===== config.mk =====
export PLATFORM = sky130hd
export DESIGN_NAME = match_ctrl_flat
export DESIGN_NICKNAME = d
export VERILOG_FILES = /design/src/rtl/pong_pkg.sv /design/src/rtl/match_ctrl_if.sv /design/src/rtl/match_ctrl.sv /design/src/flat_wrapper.sv
export SDC_FILE = /design/constraint.sdc
export NUM_CORES = 1
export LEC_CHECK = 0
export ABC_CLOCK_PERIOD_IN_PS = 1900
export CORE_UTILIZATION = 51
export CTS_CLUSTER_DIAMETER = 200
export DETAILED_ROUTE_END_ITERATION = 7
export GPL_ROUTABILITY_DRIVEN = 0
export MAX_ROUTING_LAYER = met4
export PLACE_DENSITY = 0.88
export SYNTH_ARGS = -nofsm -noshare
export SYNTH_HDL_FRONTEND = slang
export SYNTH_SLANG_ARGS = --single-unit
export TNS_END_PERCENT = 1

===== constraint.sdc =====
create_clock -name clk -period 1.9 [get_ports clk]
set_input_delay 0.475 -clock clk [delete_from_list [all_inputs] [get_ports clk]]
set_output_delay 0.475 -clock clk [all_outputs]
set_load 0.01 [all_outputs]

===== src/rtl/pong_pkg.sv =====
// Shared pong types: match-sequencer state encoding, score width and
// serve-direction constants.
package pong_pkg;

  localparam int SCORE_W = 4;

  localparam logic SERVE_TO_P1 = 1'b0;
  localparam logic SERVE_TO_P2 = 1'b1;

  typedef enum logic [2:0] {
    ST_IDLE       = 3'd0,
    ST_SERVE_WAIT = 3'd1,
    ST_RALLY      = 3'd2,
    ST_POINT      = 3'd3,
    ST_GAME_OVER  = 3'd4
  } match_state_e;

endpackage


===== src/rtl/match_ctrl_if.sv =====
// Match-control bundle between ball/collision logic (master) and the point/serve
// sequencer (slave); also carries the score outputs to the display path.
interface match_ctrl_if;
  import pong_pkg::*;

  logic                 start;
  logic                 frame_tick;
  logic                 miss1;
  logic                 miss2;
  logic                 ball_launch;
  logic                 serve_dir;
  logic                 ball_freeze;
  logic                 point_flash;
  logic [SCORE_W-1:0]   score_p1;
  logic [SCORE_W-1:0]   score_p2;
  logic [2*SCORE_W-1:0] scoreboard;
  logic                 game_over;
  logic                 winner;

  modport master (
    output start, frame_tick, miss1, miss2,
    input  ball_launch, serve_dir, ball_freeze, point_flash,
    input  score_p1, score_p2, scoreboard, game_over, winner
  );

  modport slave (
    input  start, frame_tick, miss1, miss2,
    output ball_launch, serve_dir, ball_freeze, point_flash,
    output score_p1, score_p2, scoreboard, game_over, winner
  );

endinterface


===== src/rtl/match_ctrl.sv =====
// Point/serve sequencer for a two-player pong match: scores, serve/point timing,
// ball launch and winner. Define MATCH_CTRL_DEUCE_EN for win-by-two (deuce) rules.
module match_ctrl
  import pong_pkg::*;
#(
  parameter int WIN_SCORE   = 7,
  parameter int SERVE_DELAY = 60,
  parameter int POINT_HOLD  = 30,
  parameter int CNT_W       = 8
) (
  input  logic         clk,
  input  logic         resetn,
  match_ctrl_if.slave  bus
);

  localparam logic [CNT_W-1:0]   SERVE_LAST  = CNT_W'(SERVE_DELAY - 1);
  localparam logic [CNT_W-1:0]   HOLD_LAST   = CNT_W'(POINT_HOLD - 1);
  localparam logic [SCORE_W:0]   WIN_EXT     = (SCORE_W+1)'(WIN_SCORE);
  localparam logic [SCORE_W-1:0] DEUCE_SCORE = SCORE_W'(WIN_SCORE - 1);

  match_state_e       state_q, state_d;
  logic [CNT_W-1:0]   cnt_q, cnt_d;
  logic [SCORE_W-1:0] score1_q, score1_d;
  logic [SCORE_W-1:0] score2_q, score2_d;
  logic               serve_dir_q, serve_dir_d;
  logic               winner_q, winner_d;
  logic               launch_q, launch_d;
  logic               freeze_q, freeze_d;
  logic               flash_q, flash_d;
  logic               over_q, over_d;

  // Scores are widened by one bit so the lead comparison cannot wrap.
  function automatic logic has_won(input logic [SCORE_W-1:0] own,
                                   input logic [SCORE_W-1:0] other);
    logic [SCORE_W:0] own_e;
    logic [SCORE_W:0] other_e;
    own_e   = {1'b0, own};
    other_e = {1'b0, other};
`ifdef MATCH_CTRL_DEUCE_EN
    return (own_e >= WIN_EXT) && (own_e >= other_e + (SCORE_W+1)'(2));
`else
    return (own_e >= WIN_EXT) && (other_e == other_e);
`endif
  endfunction

  always_comb begin
    state_d     = state_q;
    cnt_d       = cnt_q;
    score1_d    = score1_q;
    score2_d    = score2_q;
    serve_dir_d = serve_dir_q;
    winner_d    = winner_q;
    launch_d    = 1'b0;

    case (state_q)
      ST_IDLE, ST_GAME_OVER: begin
        if (bus.start) begin
          state_d     = ST_SERVE_WAIT;
          cnt_d       = '0;
          score1_d    = '0;
          score2_d    = '0;
          serve_dir_d = SERVE_TO_P1;
        end
      end

      ST_SERVE_WAIT: begin
        if (bus.frame_tick) begin
          if (cnt_q == SERVE_LAST) begin
            launch_d = 1'b1;
            state_d  = ST_RALLY;
            cnt_d    = '0;
          end else begin
            cnt_d = cnt_q + CNT_W'(1);
          end
        end
      end

      ST_RALLY: begin
        if (bus.miss1 && bus.miss2) begin
          // Simultaneous misses are a let: replay the serve, nobody scores.
          state_d = ST_SERVE_WAIT;
          cnt_d   = '0;
        end else if (bus.miss1) begin
          score2_d    = score2_q + SCORE_W'(1);
          serve_dir_d = SERVE_TO_P1;
          state_d     = ST_POINT;
          cnt_d       = '0;
        end else if (bus.miss2) begin
          score1_d    = score1_q + SCORE_W'(1);
          serve_dir_d = SERVE_TO_P2;
          state_d     = ST_POINT;
          cnt_d       = '0;
        end
`ifdef MATCH_CTRL_DEUCE_EN
        if ((bus.miss1 != bus.miss2) && (score1_d == score2_d) &&
            ({1'b0, score1_d} >= WIN_EXT)) begin
          score1_d = DEUCE_SCORE;
          score2_d = DEUCE_SCORE;
        end
`endif
      end

      ST_POINT: begin
        if (bus.frame_tick) begin
          if (cnt_q == HOLD_LAST) begin
            cnt_d = '0;
            if (has_won(score1_q, score2_q)) begin
              state_d  = ST_GAME_OVER;
              winner_d = 1'b0;
            end else if (has_won(score2_q, score1_q)) begin
              state_d  = ST_GAME_OVER;
              winner_d = 1'b1;
            end else begin
              state_d = ST_SERVE_WAIT;
            end
          end else begin
            cnt_d = cnt_q + CNT_W'(1);
          end
        end
      end

      default: begin
        state_d = ST_IDLE;
        cnt_d   = '0;
      end
    endcase

    // Status outputs are registered from the next state so they align with it.
    freeze_d = (state_d != ST_RALLY);
    flash_d  = (state_d == ST_POINT);
    over_d   = (state_d == ST_GAME_OVER);
  end

  always_ff @(posedge clk or negedge resetn) begin
    if (!resetn) begin
      state_q     <= ST_IDLE;
      cnt_q       <= '0;
      score1_q    <= '0;
      score2_q    <= '0;
      serve_dir_q <= SERVE_TO_P1;
      winner_q    <= 1'b0;
      launch_q    <= 1'b0;
      freeze_q    <= 1'b1;
      flash_q     <= 1'b0;
      over_q      <= 1'b0;
    end else begin
      state_q     <= state_d;
      cnt_q       <= cnt_d;
      score1_q    <= score1_d;
      score2_q    <= score2_d;
      serve_dir_q <= serve_dir_d;
      winner_q    <= winner_d;
      launch_q    <= launch_d;
      freeze_q    <= freeze_d;
      flash_q     <= flash_d;
      over_q      <= over_d;
    end
  end

  assign bus.ball_launch = launch_q;
  assign bus.serve_dir   = serve_dir_q;
  assign bus.ball_freeze = freeze_q;
  assign bus.point_flash = flash_q;
  assign bus.score_p1    = score1_q;
  assign bus.score_p2    = score2_q;
  assign bus.scoreboard  = {score2_q, score1_q};
  assign bus.game_over   = over_q;
  assign bus.winner      = winner_q;

endmodule


===== src/flat_wrapper.sv =====
// flat-port wrapper written by rule: the top's interface ports become plain ports
module match_ctrl_flat import pong_pkg::*;
#(
  parameter int WIN_SCORE   = 7,
  parameter int SERVE_DELAY = 60,
  parameter int POINT_HOLD  = 30,
  parameter int CNT_W       = 8
)
  (clk, resetn, bus_start, bus_frame_tick, bus_miss1, bus_miss2, bus_ball_launch, bus_serve_dir, bus_ball_freeze, bus_point_flash, bus_score_p1, bus_score_p2, bus_scoreboard, bus_game_over, bus_winner);
  match_ctrl_if bus_i ();
  input  logic clk;
  input  logic resetn;
  input wire logic [$bits(bus_i.start)-1:0] bus_start;
  input wire logic [$bits(bus_i.frame_tick)-1:0] bus_frame_tick;
  input wire logic [$bits(bus_i.miss1)-1:0] bus_miss1;
  input wire logic [$bits(bus_i.miss2)-1:0] bus_miss2;
  output wire logic [$bits(bus_i.ball_launch)-1:0] bus_ball_launch;
  output wire logic [$bits(bus_i.serve_dir)-1:0] bus_serve_dir;
  output wire logic [$bits(bus_i.ball_freeze)-1:0] bus_ball_freeze;
  output wire logic [$bits(bus_i.point_flash)-1:0] bus_point_flash;
  output wire logic [$bits(bus_i.score_p1)-1:0] bus_score_p1;
  output wire logic [$bits(bus_i.score_p2)-1:0] bus_score_p2;
  output wire logic [$bits(bus_i.scoreboard)-1:0] bus_scoreboard;
  output wire logic [$bits(bus_i.game_over)-1:0] bus_game_over;
  output wire logic [$bits(bus_i.winner)-1:0] bus_winner;
  assign bus_i.start = bus_start;
  assign bus_i.frame_tick = bus_frame_tick;
  assign bus_i.miss1 = bus_miss1;
  assign bus_i.miss2 = bus_miss2;
  assign bus_ball_launch = bus_i.ball_launch;
  assign bus_serve_dir = bus_i.serve_dir;
  assign bus_ball_freeze = bus_i.ball_freeze;
  assign bus_point_flash = bus_i.point_flash;
  assign bus_score_p1 = bus_i.score_p1;
  assign bus_score_p2 = bus_i.score_p2;
  assign bus_scoreboard = bus_i.scoreboard;
  assign bus_game_over = bus_i.game_over;
  assign bus_winner = bus_i.winner;
  match_ctrl #(.WIN_SCORE(WIN_SCORE), .SERVE_DELAY(SERVE_DELAY), .POINT_HOLD(POINT_HOLD), .CNT_W(CNT_W)) u_core (.clk(clk), .resetn(resetn), .bus(bus_i));
endmodule

Word-level counts from Yosys, hierarchy flattened

Cells that the tools add are included.

$add $sub $neg: 3
Shift-type cells: 0
Multipliers: 0
Bitwise gates (word level): 0
Div/mod/pow operators: 0
Magnitude comparators: 2
Mux-type cells: 38
Equal/unequal tests: 18
Reductions and logical operators: 10

Operator list:

| operator                                                                            | count |
|---|---|
| 8-bit 2-to-1 mux                                                                    | 8 |
| 8-bit case mux with 4 select lines                                                  | 1 |
| 3-bit 2-to-1 mux                                                                    | 10 |
| 4-bit 2-to-1 mux                                                                    | 6 |
| 4-bit case mux with 2 select lines                                                  | 2 |
| 4-bit AND reduction                                                                 | 4 |
| 2-bit inequality test, second input constant                                        | 7 |
| 3-bit case mux with 4 select lines                                                  | 1 |
| 3-bit by 2-bit == test with 1-bit output, second input constant                     | 3 |
| 1-bit 2-to-1 mux                                                                    | 9 |
| 4-bit by 1-bit adder with 4-bit output, second input constant                       | 2 |
| 8-bit by 1-bit adder with 8-bit output, second input constant                       | 1 |
| 8-bit by 5-bit == test with 1-bit output, second input constant                     | 1 |
| 8-bit by 6-bit == test with 1-bit output, second input constant                     | 1 |
| 4-bit by 3-bit greater-or-equal comparator with 1-bit output, second input constant | 2 |
| 3-bit == test, second input constant                                                | 2 |
| 5-bit AND reduction                                                                 | 1 |
| 4-bit by 3-bit inequality test with 1-bit output, second input constant             | 1 |
| 2-bit nonzero test                                                                  | 2 |
| 3-bit by 1-bit == test with 1-bit output, second input constant                     | 1 |
| 3-bit logical NOT                                                                   | 1 |
| 3-bit by 2-bit inequality test with 1-bit output, second input constant             | 1 |
| 3-bit inequality test, second input constant                                        | 1 |
| 1-bit case mux with 2 select lines                                                  | 1 |
| 2 further kinds                                                                     | 2 |

Memories: 0
Latch bits: 0
Register bits after elaboration: 25
Output and inout bits: 22
Bits in writable memories: 0
Bits in read-only memories: 0

Depth between registers and ports, before layout

Depth after elaboration: 7
Gate-level depth with buffers: 7
Mapped depth without buffers: 6

Worst setup path after synthesis

Ideal clock, no wire load.

Path type: register to register
Start: register u_core.cnt_q[0]
End: register u_core.cnt_q[3]
Data required time: 1.770 ns
Library setup time: 0.130 ns
Data arrival time: 1.582 ns
Slack: 0.188 ns
Stages on the path, launching flop included: 7
Buffers on the path: 1
Period minus slack after synthesis: 1.712 ns
Cells stage by stage: dfrtp_1 -> ha_1 -> nand4bb_1 -> a2111o_1 -> buf_6 -> a311oi_1 -> o22ai_1

Cells in the longest elaborated chain, start to end: 4
Elaborated cells between the ends (all ways): 8

RTL lines:

| element                                                        | line                                | source |
|---|---|---|
| start, declared                                                | match_ctrl.sv:22                    | `logic [CNT_W-1:0] cnt_q, cnt_d;` |
| start signal, assigned                                         | match_ctrl.sv:148                   | `cnt_q <= cnt_d;` |
| 8-bit by 1-bit adder with 8-bit output (tied with other cells) | match_ctrl.sv:73, match_ctrl.sv:117 |  |
| 8-bit 2-to-1 mux, on equally long branches                     | match_ctrl.sv:105, match_ctrl.sv:68 |  |
| 8-bit 2-to-1 mux, on equally long branches                     | match_ctrl.sv:104, match_ctrl.sv:67 |  |
| 8-bit case mux with 4 select lines (*)                         | match_ctrl.sv:55                    | `case (state_q)` |

Mark *: on every way between the ends. The rest lies on a longest branch, timed or not. The select of a mux whose other input is x is not followed.
A chain may end at the register's enable or synchronous reset.

Worst setup path in the final report

Start: register u_core.cnt_q[1]
End: register u_core.cnt_q[7]

The elaborated chain is that of the path after synthesis.

==> implementation parameters <==
Parameter                              Value

STA
  Actual transition at the worst max-transition pin ... 426 ps
  Relative slew slack ... 71.4%
  Final clock period utilization by the worst path ... 98.1%
  Achievable Freq ... 537 MHz
  Post-route clock skew ... 5.24 ps
  RSZ-0062 raised after global routing ... true
  Final number of hold-violating endpoints ... 0
  Max Transition Viols Final ... 0
  Setup tns final ... 0 ps
  Final-report setup violation count ... 0
  Min cycle time layout ... 1860 ps

Synth
  Adder and majority gate portion of the synthesized area ... 3.36%
  Synthesized net count ... 167
  Fraction of synthesized area in multiplexers ... 0.757%
  Parity-gate share of the synthesized area counting xor and xnor cells ... 2.35%
  Synth Area per Inst ... 9.48 sq um
  Count of mapped cells out of synthesis ... 157
  Register area share after synthesis ... 42.1%
  Async set-reset flop share out of synthesis ... 100%
  Register bit count reported by yosys ... 25
  Share of the synthesized area in compound gates (AO/OA/AOI/OAI) ... 18.7%
  Simple-gate area share of the yosys netlist ... 23.5%
  Synth cell types ... 45
  Number of warnings reported in the yosys synthesis log ... 0
  Netlist Area Pre-Place ... 1490 sq um
  Main combinational cell family by area after synthesis ... simple AND/OR/NAND/NOR gates
  Post-synth EDFFs ... 0
  Top FF cell, synth ... sky130_fd_sc_hd__dfrtp_1

Drt
  Count of unresolved DRC violations after routing ... 0
  Average via count per standard cell ... 6.08
  Final WL ... 3320 microns
  Detailed Routing Iterations Pass 1 ... 4
  Initial drt markers ... 57
  Remaining antenna violation count ... 0
  Avg WL per Cell ... 15.2 microns
  Total number of vias ... 1325

Layout
  Total of fill cells in the finished design ... 232
  Fraction of final layout cells with drive strength greater than 1 ... 12.3%
  Area growth from synthesis to layout ... 23.4%
  Number of nets in the layout ... 198
  Most common cell after layout, fill and taps aside ... sky130_fd_sc_hd__clkdlybuf4s50_1
  Post-route design area ... 1840 sq um
  Antenna Diode Count ... 0
  Highest-count cells in the layout ignoring fill and taps ... sky130_fd_sc_hd__clkdlybuf4s50_1 (27), sky130_fd_sc_hd__dfrtp_1 (24), sky130_fd_sc_hd__buf_4 (14), sky130_fd_sc_hd__nand2_1 (12), sky130_fd_sc_hd__inv_1 (8)

Worst setup path
  Worst EP required ... 2100 ps
  Crit path launch type ... register
  CP Capture Type ... register
  Maximum fanout along the worst path ... 7
  Worst Path Class, Setup ... register to register
  Data arrival time of the critical path ... 2060 ps

Global routing
  Antenna violations before repair ... 0
  Global route overflow ... 0
  Overall fraction of global-route tracks in use ... 22.6%
  Via count of the first global-routing pass ... 1277
  Global-route wire length before repair ... 5500 microns
  Maximum number of pins on one net before global-route repair ... 26

Floorplanning
  Ports placed on the boundary ... 28
  Die boundary width ... 56.0 microns
  Core Area ... 2760 sq um
  Starting density of the core ... 53.9%
  Site row count ... 19
  Die height ... 56.0 microns
  Floorplan die area ... 3140 sq um

Power and ir drop
  Peak VDD IR ... 0.000665 V
  Pwr Total ... 1.67 mW
  Leakage dissipation ... 0.776 nW
  Ratio of total power to cell area ... 908 nW/um^2

Clock tree
  CTS H-tree depth ... 1
  Worst-skew pair later-pin latency ... 310 ps
  Total clock buffers created by CTS ... 3
  Largest buffer count on any clock path ... 2
  Clock-pin slew of the registers on the worst-case setup and hold paths ... 130 ps
  Cts-stage hold buffer count ... 0
  CTS tree ... done
  Clock sink total ... 25
  Clock tree root driver cell ... sky130_fd_sc_hd__clkbuf_4

Placed design
  Half-perimeter wire length of the detailed placement result ... 2500 microns
  Area after detailed placement ... 1780 sq um
  Number of buffers inserted by port buffering ... 27

Run
  Max-cap violation count ... 0

Hold path
  Worst min-delay path category ... input pin to async pin

Outcome
  Status ... complete, no violations
area by class of cell:
cell class	instances	area [sq um]	area share, %
Clock buffer	4	26.3	1.43
Inverter	8	30.0	1.64
Tap cell	31	38.8	2.11
Sequential cell	25	627	34.2
Timing Repair Buffer	41	375	20.4
Multi-Input combinational cell	109	738	40.2
logic make-up after synthesis:
logic type / count (synthesis)
adder cells (fa/ha/maj): 4
AND/OR/NAND/NOR: 59
XOR/XNOR: 4
multiplexers: 1
flip-flops: 25
AO/OA/AOI/OAI: 41
buffers and inverters: 23
cell usage after synthesis, drive strengths merged (2+ instances only):
library cell | instances | area share, %
nand4b | 4 | 2.4
a211oi | 2 | 1.0
a21oi | 5 | 1.7
nand2b | 7 | 2.9
nor2 | 6 | 1.5
ha | 4 | 3.4
nand4 | 2 | 0.84
o22ai | 4 | 1.7
xor2 | 3 | 1.8
clkbuf | 2 | 0.50
and3 | 2 | 0.84
dfrtp | 24 | 40
a311oi | 4 | 2.4
nand4bb | 3 | 2.3
nand2 | 12 | 3.0
a41o | 2 | 1.3
buf | 13 | 6.7
o21ai | 13 | 4.4
nor2b | 4 | 1.7
nor3 | 3 | 1.0
inv | 8 | 2.0
or2 | 3 | 1.3
nand3 | 6 | 2.0
o211ai | 4 | 2.0
or3 | 2 | 0.84
routing by layer:
layer / wire length (microns) / part of all wire (%) / track usage, %
met3: 184 / 5.5 / 3.02
met5: 0 / 0 / -
met4: 56 / 1.7 / 10.1
met2: 1700 / 51 / 39.8
met1: 1380 / 41 / 25.5
registers in the layout, summed over array words and instances, names as in the netlist, 3 cells and up:
register / flops
u_core.state_q: 3
u_core.bus.score_p1: 4
u_core.cnt_q: 8
u_core.bus.score_p2: 4
repair_timing:
action                     4_1_cts  5_1_grt
setup endpoints to repair        0        4
buffers inserted                 0        2
gates resized for setup          0        3
power breakdown:
part	internal, mW	switching, mW
Sequential	0.618	0.116
Clock	0.0820	0.150
Combinational	0.332	0.370
Total	1.03	0.636
worst max-delay path: stages (launching register included):
cell	delay, ps
sky130_fd_sc_hd__dfrtp_1	430
sky130_fd_sc_hd__inv_1	70
sky130_fd_sc_hd__ha_2	180
sky130_fd_sc_hd__nand4b_1	100
sky130_fd_sc_hd__a2111o_1	540
sky130_fd_sc_hd__a311oi_1	310
sky130_fd_sc_hd__o22ai_1	110
stage by stage:
stage / utilization (%) / setup slack, ps / hold WS, ps / cells
after detailed placement: 64.5 / -259 / 505 / 212
final: 66.6 / 36.3 / 496 / 218
after CTS: 65.5 / 48.6 / 502 / 216
after global placement: 64.5 / -189 / 492 / 212
after floorplan: - / 188 / 179 / 157
after global routing: 66.6 / -43.6 / 539 / 218
final timing paths:
path / start / end / slack, ps / depth (start not counted)
max in group asynchronous: resetn / u_core.bus.ball_freeze / 1110 / 2
worst min-delay path: resetn / u_core.bus.score_p1[2] / 500 / 2
min in group clk: u_core.bus.winner / u_core.bus.winner / 530 / 1
worst max-delay path: u_core.cnt_q[1] / u_core.cnt_q[7] / 40 / 6
worst min register to register: u_core.bus.winner / u_core.bus.winner / 530 / 1
worst max register to register: u_core.cnt_q[1] / u_core.cnt_q[7] / 40 / 6
Note: power is estimated with default switching activity, not from simulation.
==> edit (same flow settings) <==
`CNT_W` is set to 8 in 2 places; all go to 12.
--- a/src/rtl/match_ctrl.sv
+++ b/src/rtl/match_ctrl.sv
@@ -6,7 +6,7 @@
   parameter int WIN_SCORE   = 7,
   parameter int SERVE_DELAY = 60,
   parameter int POINT_HOLD  = 30,
-  parameter int CNT_W       = 8
+  parameter int CNT_W       = 12
 ) (
   input  logic         clk,
   input  logic         resetn,
--- a/src/flat_wrapper.sv
+++ b/src/flat_wrapper.sv
@@ -4,7 +4,7 @@
   parameter int WIN_SCORE   = 7,
   parameter int SERVE_DELAY = 60,
   parameter int POINT_HOLD  = 30,
-  parameter int CNT_W       = 8
+  parameter int CNT_W       = 12
 )
   (clk, resetn, bus_start, bus_frame_tick, bus_miss1, bus_miss2, bus_ball_launch, bus_serve_dir, bus_ball_freeze, bus_point_flash, bus_score_p1, bus_score_p2, bus_scoreboard, bus_game_over, bus_winner);
   match_ctrl_if bus_i ();
Behaviour: same outputs for any inputs over 10 cycles, from zero or initial values and one cycle with resetn low; that may be too few to reach the edited logic, so the function may still have changed.
==> edit against the original RTL <==
Total power up 46%. Wire length increased by 25%. Synthesized area increased by 20%. Synthesized cell count grew 17%. First-iteration DRC count grew 86%. Cell area grew 26%. Worst hold slack better by 9.3 ps. Clock skew grew 15 ps. Sequential cell count increased by 4. Setup slack better by 37 ps.
==> edit: results (changes against the original RTL) <==
Status
  • Status: finished clean (unchanged)

Final layout
  • Fill cells: 272 (was 232)
  • Nets: 238 (was 198)
  • Ant diodes: 0 (unchanged)
  • Multi-input gate area: 917 um2 (was 738 um2)
  • Final cell count without fillers: 275 (was 218)
  • Largest register FFs: 12 (was 8)
  • Fraction of layout cells with a size suffix above 1: 21.4% (was 12.3%)

GRT
  • Largest net degree at the start of global routing: 30 (was 26)
  • Vias in the first global route: 1440 (was 1277)
  • GR Util All Layers: 25.7% (was 22.6%)
  • Global-route wire length before repair: 6.67 mm (was 5.50 mm)
  • Initial antenna violation count: 0 (unchanged)

Clock tree
  • Clk root buf: clkbuf_4 (unchanged)
  • Clock Path Buffers: 2 (unchanged)
  • Clock Pin Slew Worst Setup and Hold Paths: 110 ps (was 130 ps)
  • H-tree depth: 2 (was 1)
  • Post-CTS Setup Inserts: 0 (unchanged)
  • Worst-Skew Late Latency: 350 ps (was 310 ps)
  • Num CTS Buffers: 5 (was 3)
  • Post-cts sizing count: 0 (unchanged)

Yosys
  • Cells after Synth: 184 (was 157)
  • Count of cell types in the netlist: 51 (was 45)
  • Seq/Total Area, Yosys: 40.8% (was 42.1%)
  • XOR/XNOR share of the synthesized area: 1.48% (was 2.35%)
  • Commonest cells in the netlist: 28 x dfrtp_1, 19 x nand2_1, 14 x nand3_1 (was 24 x dfrtp_1, 12 x nand2_1, 9 x buf_4)
  • Mux cell area share after synthesis: 1.69% (was 0.757%)
  • Syn_nets: 194 (was 167)
  • Synthesized-area fraction occupied by adder cells: 2.81% (was 3.36%)
  • Largest cells by area after synthesis: dfrtp_1 39%, nand2_1 4.0%, nand3_1 3.9% (was dfrtp_1 40%, buf_4 4.5%, ha_1 3.4%)
  • Compound-Gate Fraction of Synth Area: 15.5% (was 18.7%)

Critical path
  • CP top delay family: buffers and inverters (was compound AO/OA/AOI/OAI gates)
  • Worst-case reg-to-reg path depth: 5 (was 6)
  • Critical path arrival: 1350 ps (was 2060 ps)
  • Slowest cell on crit path: clkdlybuf4s50_1 (was a2111o_1)
  • Max incr delay on CP: 560 ps (was 540 ps)
  • Worst-path maximum fanout: 4 (was 7)
  • CP Capture Type: primary output (was flip-flop)

Power and ir drop
  • Leakage power: 0.00107 uW (was 0.000776 uW)
  • Max VDD drop: 0.000741 V (was 0.000665 V)

STA
  • Measured slew at the worst slew-check pin: 403 ps (was 426 ps)
  • Setup Skew: 20.6 ps (was 5.24 ps)

Min path
  • Hold Path Class: primary input to async pin (unchanged)

Placed design
  • Post-placement cell count: 267 (was 212)
  • Placed instance area: 2200 um2 (was 1780 um2)
  • Hpwl dp: 3.09 mm (was 2.50 mm)

Drt
  • DRC marker count from the first detailed-route iteration: 106 (was 57)
  • Vias per cell: 5.73 (was 6.08)
  • Routed WL: 4.14 mm (was 3.32 mm)
[edit: changes by cell type in the layout (fill, tap and decap cells not counted), moves of 4 or more]
cell	before	now
o21ai_1	7	0
o21ai_0	6	10
nand3_1	6	14
dfrtp_1	24	28
buf_4	14	24
dlymetal6s2s_1	0	6
or4_1	0	6
clkdlybuf4s50_1	27	21
a31oi_1	0	4
nand2_1	12	19
[edit: final cells by class]
class	count	share of cell area, %
Multi-Input combinational cell	130	39.7
Sequential cell	29	31.5
Timing Repair Buffer	52	21.0
Tap cell	46	2.49
Clock buffer	7	2.38
Inverter	10	1.63
Clock inverter	1	1.30
[edit: power by group]
| part | switching, uW | total [uW] | internal (uW) |
|---|---|---|---|
| Combinational | 454 | 929 | 475 |
| Clock | 227 | 541 | 314 |
| Sequential | 201 | 965 | 765 |
[edit: cells by family (layout without fill, tap and decap cells)]
family,Yosys count,after routing
simple gates,84,84
buf+inv,25,70
fa+ha+maj,4,4
compound gates,36,36
flops,29,29
mux,3,3
xor+xnor,3,3
[edit: worst paths after layout]
| kind | start | end | slack, ps |
|---|---|---|---|
| max | u_core.bus.score_p1[3]$_DFFE_PN0P_ | bus_scoreboard[3] | 70 |
| min | resetn | u_core.state_q[1]$_DFF_PN0_ | 510 |
| max reg2reg | u_core.cnt_q[1]$_DFFE_PN0P_ | u_core.cnt_q[8]$_DFFE_PN0P_ | 130 |
| min reg2reg | u_core.bus.winner$_DFFE_PN0P_ | u_core.bus.winner$_DFFE_PN0P_ | 550 |
| max in group asynchronous | resetn | u_core.bus.ball_freeze$_DFF_PN1_ | 1070 |
| min in group clk | u_core.bus.winner$_DFFE_PN0P_ | u_core.bus.winner$_DFFE_PN0P_ | 550 |
[edit: per-layer routing]
metal | GRT usage (%) | up-vias | part of all wire, %
met5 | - | - | 0
met4 | 12.3 | 0 | 2.3
met3 | 5.67 | 11 | 4.2
met2 | 41.5 | 46 | 50
met1 | 30.4 | 758 | 43
li1 | - | 762 | -
[edit: stage by stage]
| step | setup slack, ps | power (uW) |
|---|---|---|
| floorplan | 176 | 1520 |
| global placement | -207 | 1850 |
| detailed placement | -243 | 1900 |
| CTS | 2.29 | 2440 |
| global route | -2.20 | 2610 |
| finish | 73.5 | 2430 |
